$ cat src/rtl/divider_pkg.sv
// Shared types and helpers for the iterative restoring divider.
package divider_pkg;

  typedef enum logic [1:0] {
    IDLE = 2'd0,
    BUSY = 2'd1,
    DONE = 2'd2
  } state_t;

  // Iteration counter width; never narrower than one bit.
  function automatic int cnt_width(input int width);
    return (width < 2) ? 1 : $clog2(width);
  endfunction

endpackage

$ cat src/rtl/divider_iterative_if.sv
// Request/response handshake bundle for divider_iterative.
interface divider_iterative_if #(
  parameter int WIDTH = 8
);
  logic             in_valid;
  logic             in_ready;
  logic [WIDTH-1:0] A;
  logic [WIDTH-1:0] B;
  logic             out_valid;
  logic             out_ready;
  logic [WIDTH-1:0] Q;
  logic [WIDTH-1:0] R;
  logic             div_by_zero;

  modport master (
    output in_valid, A, B, out_ready,
    input  in_ready, out_valid, Q, R, div_by_zero
  );

  modport slave (
    input  in_valid, A, B, out_ready,
    output in_ready, out_valid, Q, R, div_by_zero
  );
endinterface

$ cat src/rtl/divider_iterative_div_step.sv
// One combinational restoring-division iteration: shift in a dividend bit, trial-subtract.
module div_step #(
  parameter int WIDTH = 8
) (
  input  logic [WIDTH:0]   rem,
  input  logic             msb,
  input  logic [WIDTH-1:0] divisor,
  output logic [WIDTH:0]   rem_next,
  output logic             q_bit
);
  logic [WIDTH:0] shifted;
  logic           unused_rem_msb;

  // The restored remainder is always below the divisor, so its top bit is zero.
  assign unused_rem_msb = rem[WIDTH];
  assign shifted        = {rem[WIDTH-1:0], msb};
  assign q_bit          = (shifted >= {1'b0, divisor});
  assign rem_next       = q_bit ? (shifted - {1'b0, divisor}) : shifted;
endmodule

$ cat src/rtl/divider_iterative.sv
// Unsigned iterative restoring divider, one quotient bit per clock.
// Define DIVIDER_DIV0_FASTPATH_EN to complete B == 0 requests in one cycle.
module divider_iterative
  import divider_pkg::*;
#(
  parameter int WIDTH = 8
) (
  input  logic                clk,
  input  logic                rst_n,
  divider_iterative_if.slave  bus
);
  localparam int CNT_W = cnt_width(WIDTH);

`ifdef DIVIDER_DIV0_FASTPATH_EN
  localparam bit FASTPATH = 1'b1;
`else
  localparam bit FASTPATH = 1'b0;
`endif

  state_t           state, state_next;
  logic [CNT_W-1:0] count;
  logic [WIDTH-1:0] dividend, divisor, quo;
  logic [WIDTH:0]   rem, rem_next;
  logic             q_bit, dbz;
  logic             in_ready, out_valid, accept, b_zero;

  assign b_zero = (bus.B == '0);
  assign accept = in_ready && bus.in_valid;

  div_step #(.WIDTH(WIDTH)) u_step (
    .rem      (rem),
    .msb      (dividend[WIDTH-1]),
    .divisor  (divisor),
    .rem_next (rem_next),
    .q_bit    (q_bit)
  );

  // NOTE: sequential state uses non-blocking assignments so every register
  // samples pre-edge values regardless of block ordering.
  always_ff @(posedge clk or negedge rst_n) begin
    if (!rst_n) state <= IDLE;
    else        state <= state_next;
  end

  // NOTE: every output of this block gets a default first, so no path leaves
  // a signal unassigned and no latch is inferred.
  always_comb begin
    state_next = state;
    in_ready   = 1'b0;
    out_valid  = 1'b0;
    case (state)
      IDLE: begin
        in_ready = 1'b1;
        if (bus.in_valid) state_next = (FASTPATH && b_zero) ? DONE : BUSY;
      end
      BUSY: if (count == '0) state_next = DONE;
      DONE: begin
        out_valid = 1'b1;
        if (bus.out_ready) state_next = IDLE;
      end
      default: state_next = IDLE;
    endcase
  end

  always_ff @(posedge clk or negedge rst_n) begin
    if (!rst_n) begin
      count    <= '0;
      dividend <= '0;
      divisor  <= '0;
      quo      <= '0;
      rem      <= '0;
      dbz      <= 1'b0;
    end else begin
      case (state)
        IDLE: if (accept) begin
          dividend <= bus.A;
          divisor  <= bus.B;
          count    <= CNT_W'(WIDTH - 1);
          dbz      <= b_zero;
          // Divide-by-zero result is known up front: all-ones quotient, R = A.
          if (FASTPATH && b_zero) begin
            quo <= '1;
            rem <= {1'b0, bus.A};
          end else begin
            quo <= '0;
            rem <= '0;
          end
        end
        BUSY: begin
          rem      <= rem_next;
          quo      <= {quo[WIDTH-2:0], q_bit};
          dividend <= {dividend[WIDTH-2:0], 1'b0};
          if (count != '0) count <= count - 1'b1;
        end
        default: ;
      endcase
    end
  end

  assign bus.in_ready    = in_ready;
  assign bus.out_valid   = out_valid;
  assign bus.Q           = quo;
  assign bus.R           = rem[WIDTH-1:0];
  assign bus.div_by_zero = dbz;
endmodule

$ cat src/flat_wrapper.sv
// flat-port wrapper written by rule: the top's interface ports become plain ports
module divider_iterative_flat import divider_pkg::*;
#(
  parameter int WIDTH = 8
)
  (clk, rst_n, bus_in_valid, bus_A, bus_B, bus_out_ready, bus_in_ready, bus_out_valid, bus_Q, bus_R, bus_div_by_zero);
  divider_iterative_if #(.WIDTH(WIDTH)) bus_i ();
  input  logic clk;
  input  logic rst_n;
  input wire logic [$bits(bus_i.in_valid)-1:0] bus_in_valid;
  input wire logic [$bits(bus_i.A)-1:0] bus_A;
  input wire logic [$bits(bus_i.B)-1:0] bus_B;
  input wire logic [$bits(bus_i.out_ready)-1:0] bus_out_ready;
  output wire logic [$bits(bus_i.in_ready)-1:0] bus_in_ready;
  output wire logic [$bits(bus_i.out_valid)-1:0] bus_out_valid;
  output wire logic [$bits(bus_i.Q)-1:0] bus_Q;
  output wire logic [$bits(bus_i.R)-1:0] bus_R;
  output wire logic [$bits(bus_i.div_by_zero)-1:0] bus_div_by_zero;
  assign bus_i.in_valid = bus_in_valid;
  assign bus_i.A = bus_A;
  assign bus_i.B = bus_B;
  assign bus_i.out_ready = bus_out_ready;
  assign bus_in_ready = bus_i.in_ready;
  assign bus_out_valid = bus_i.out_valid;
  assign bus_Q = bus_i.Q;
  assign bus_R = bus_i.R;
  assign bus_div_by_zero = bus_i.div_by_zero;
  divider_iterative #(.WIDTH(WIDTH)) u_core (.clk(clk), .rst_n(rst_n), .bus(bus_i));
endmodule
$ cat config.mk
export PLATFORM = sky130hd
export DESIGN_NAME = divider_iterative_flat
export DESIGN_NICKNAME = d
export VERILOG_FILES = /design/src/rtl/divider_pkg.sv /design/src/rtl/divider_iterative_if.sv /design/src/rtl/divider_iterative_div_step.sv /design/src/rtl/divider_iterative.sv /design/src/flat_wrapper.sv
export SDC_FILE = /design/constraint.sdc
export NUM_CORES = 1
export LEC_CHECK = 0
export CORE_ASPECT_RATIO = 1.25
export CORE_MARGIN = 2
export CORE_UTILIZATION = 46
export DETAILED_ROUTE_END_ITERATION = 8
export HOLD_SLACK_MARGIN = 0.03
export PLACE_DENSITY = 0.8
export SLEW_MARGIN = 20
export SYNTH_ARGS = -nofsm -noshare
export SYNTH_HDL_FRONTEND = slang
export SYNTH_SLANG_ARGS = --single-unit
$ cat constraint.sdc
create_clock -name clk -period 1.6 [get_ports clk]
set_input_delay 0.32 -clock clk [delete_from_list [all_inputs] [get_ports clk]]
set_output_delay 0.32 -clock clk [all_outputs]
set_load 0.05 [all_outputs]
==> summary.md <==
| Metric | Value |
|---|---|
| Placed insts | 319 |
| Starting Density | 0.470 |
| Skew-Pair Late Insertion Delay | 0.30 ns |
| Post-synthesis cell count | around 200 |
| Max Freq | around 570 MHz |
| Clk slew on worst S/H paths | 0.08 ns |
| Layout cell share with drive strength beyond 1 | 0.356 |
| DR vias | 1,814 |
| Maximum clock path buffer count | 2 |
| DP HPWL | 3570 um |
| PnR worst setup slack | -0.146 ns |
| DR pass1 iterations | 4 |
| Avg Vias per Cell | 5.53 |
| Worst EP required | 1.84 ns |
| DR WL/cell | 15.7 um |
| Status | finished with violations |
| DRC viols | 0 |
| N_diodes | 0 |
| Finished Cell Area | 3150 um2 |
| Minimum clock period | 1.75 ns |
| Post-synth top flop | dfrtp_1 |
| Most frequent cells in the layout | 32 x buf_4, 31 x dfrtp_1, 28 x nand2_1 |
| Non-filler cells, final | 328 |
| Hold_buf cts | 0 |
| Slew of the pin with the lowest slew margin | 0.480 ns |
| Netlist cell types | 44 |
| Largest net degree at the start of global routing | 39 |
| CP Capture Type | register |
| Die W | approximately 63 um |
| Fin. max-slew vios | 0 |
| Kind of start point of the critical path | register |
| H-tree Lvls | 2 |
| Fill count | 320 |
| Initial antenna violation count | 0 |
| Crit Path Class | register to register |
| RSZ-0062 raised after global routing | true |
| Core Rows | 27 |
| Post-place instance area | 2880 um2 |
| Ys Warns | 0 |
| Setup TNS | -0.405 ns |
| # setup viols final | 6 |
| Failing checks | setup timing |
| Vias in the first global route | 1,834 |
| Syn_nets | 235 |
| Commonest non-fill, non-tap cell in the layout | buf_4 |
| Post-synthesis sequential area ratio | 0.468 |
| CTS buffer count | 5 |
| Worst min path class | input pin to async pin |
| Number of enable flip-flop cells after synthesis | 0 |
| Syn avg cell area | 9.97 um2 |
| Area growth syn-to-layout | 55.0% |
| Relative slew margins | 0.680 |
| Highest fanout seen on the critical path | 2 |
| Gr ovfl total | 0 |
| Number of nets in the layout | 300 |
| Fin crit share | 1.09 |
| Core area | 4320 um2 |
| # IOs | 39 |
| CTS Sinks | 38 |
| Synth Cell Area | 2030 um2 |
| #FFs+latches synth | 38 |
| Initial drt markers | 83 |
| Gr usage total | 0.223 |
| Root buf cell | clkbuf_8 |
| Max cap viols | 0 |
| Die area | 4970 um2 |
| Port Buffers | 38 |
| CTS tree | built |
| Die Height | roughly 78 um |
| Worst hold margin | 0.0580 ns |
| Asr flop ratio synth | 1.00 |
| Routability congestion estimate | between 0.8 and 0.9 |
| Clock Skew | 0.00897 ns |
| Post-route ant nets | 0 |
| Final hold violations | 0 |
| Final wirelength | 5160 um |
| First-pass GRT wire length | 8650 um |
| CP arrival | 1.98 ns |
## synthesized netlist by cell type (3+ instances only)
| master | number | area [um2] |
|---|---|---|
| a21oi_1 | 6 | 30.0 |
| mux2i_1 | 11 | 110 |
| nor2_1 | 8 | 30.0 |
| dfrtp_1 | 38 | 951 |
| buf_2 | 5 | 25.0 |
| a32oi_1 | 3 | 26.3 |
| nor3_1 | 3 | 15.0 |
| a22o_1 | 9 | 78.8 |
| inv_1 | 15 | 56.3 |
| o21ai_1 | 20 | 100 |
| ha_1 | 10 | 125 |
| nor2b_1 | 7 | 43.8 |
| nand2_1 | 28 | 105 |
| nand3_1 | 4 | 20.0 |
## state kept, by name, indices dropped and copies added, names as in the netlist
signal	count
u_core.bus.Q	8
u_core.bus.div_by_zero	1
u_core.count	3
u_core.dividend	8
u_core.divisor	8
u_core.rem	8
u_core.state	2
## final timing paths
check,to,startpoint,slack (ns),cells after the start
hold / removal,u_core.divisor[7],rst_n,0.06,2
max in group asynchronous,u_core.rem[0],rst_n,1.17,2
setup / recovery,u_core.rem[6],u_core.divisor[1],-0.15,7
setup reg to reg,u_core.rem[6],u_core.divisor[1],-0.15,7
min in group clk,u_core.count[0],u_core.count[0],0.48,1
hold reg to reg,u_core.count[0],u_core.count[0],0.48,1
## layout make-up
cell class	count	area, um2	share of cell area
inverter	15	56.3	0.0179
sequential	38	960	0.305
multi-input combinational	143	1200	0.382
clock buffer	6	82.6	0.0262
tap	58	72.6	0.0230
timing repair buffer	66	717	0.228
clock inverter	2	60.1	0.0191
## per-stage QoR
step | util | setup slack, ns
after floorplan | - | -0.123
after global placement | 0.667 | -0.110
after detailed placement | 0.667 | -0.164
after CTS | 0.719 | -0.157
after global routing | 0.729 | -0.204
final | 0.729 | -0.146
## worst max-delay path: stages, from the launching register on
cell     delay, ns
dfrtp_1       0.40
buf_4         0.15
fa_2          0.41
nor2b_4       0.17
o31ai_4       0.08
mux2i_1       0.15
a211o_1       0.28
nand2_1       0.06
## per-layer routing
metal	vias to the layer above	wire length [um]	global-route usage
met2	49	2720	0.393
met3	16	224	0.0415
met1	890	2090	0.267
met4	0	129	0.0870
met5	-	0	0
li1	859	-	-
## kinds of logic (layout without fill, tap and decap cells)
kind of cell    after synthesis  count (layout)  share of synthesized area
simple gates                 61              61                      0.148
compound gates               56              56                      0.193
flops                        38              38                      0.468
buf+inv                      23              89                     0.0474
mux                          12              12                     0.0597
fa+ha+maj                    11              11                     0.0714
xor+xnor                      3               3                     0.0129
## what timing repair did
action                     CTS  global route
buffers inserted             0             1
setup endpoints to repair    8             9
gates cloned                 0             0
gates resized for setup     16             7
pin swaps                    8             2
Power is not shown: default switching activity piles up to over one toggle a cycle in this logic, so the estimate is an artifact.
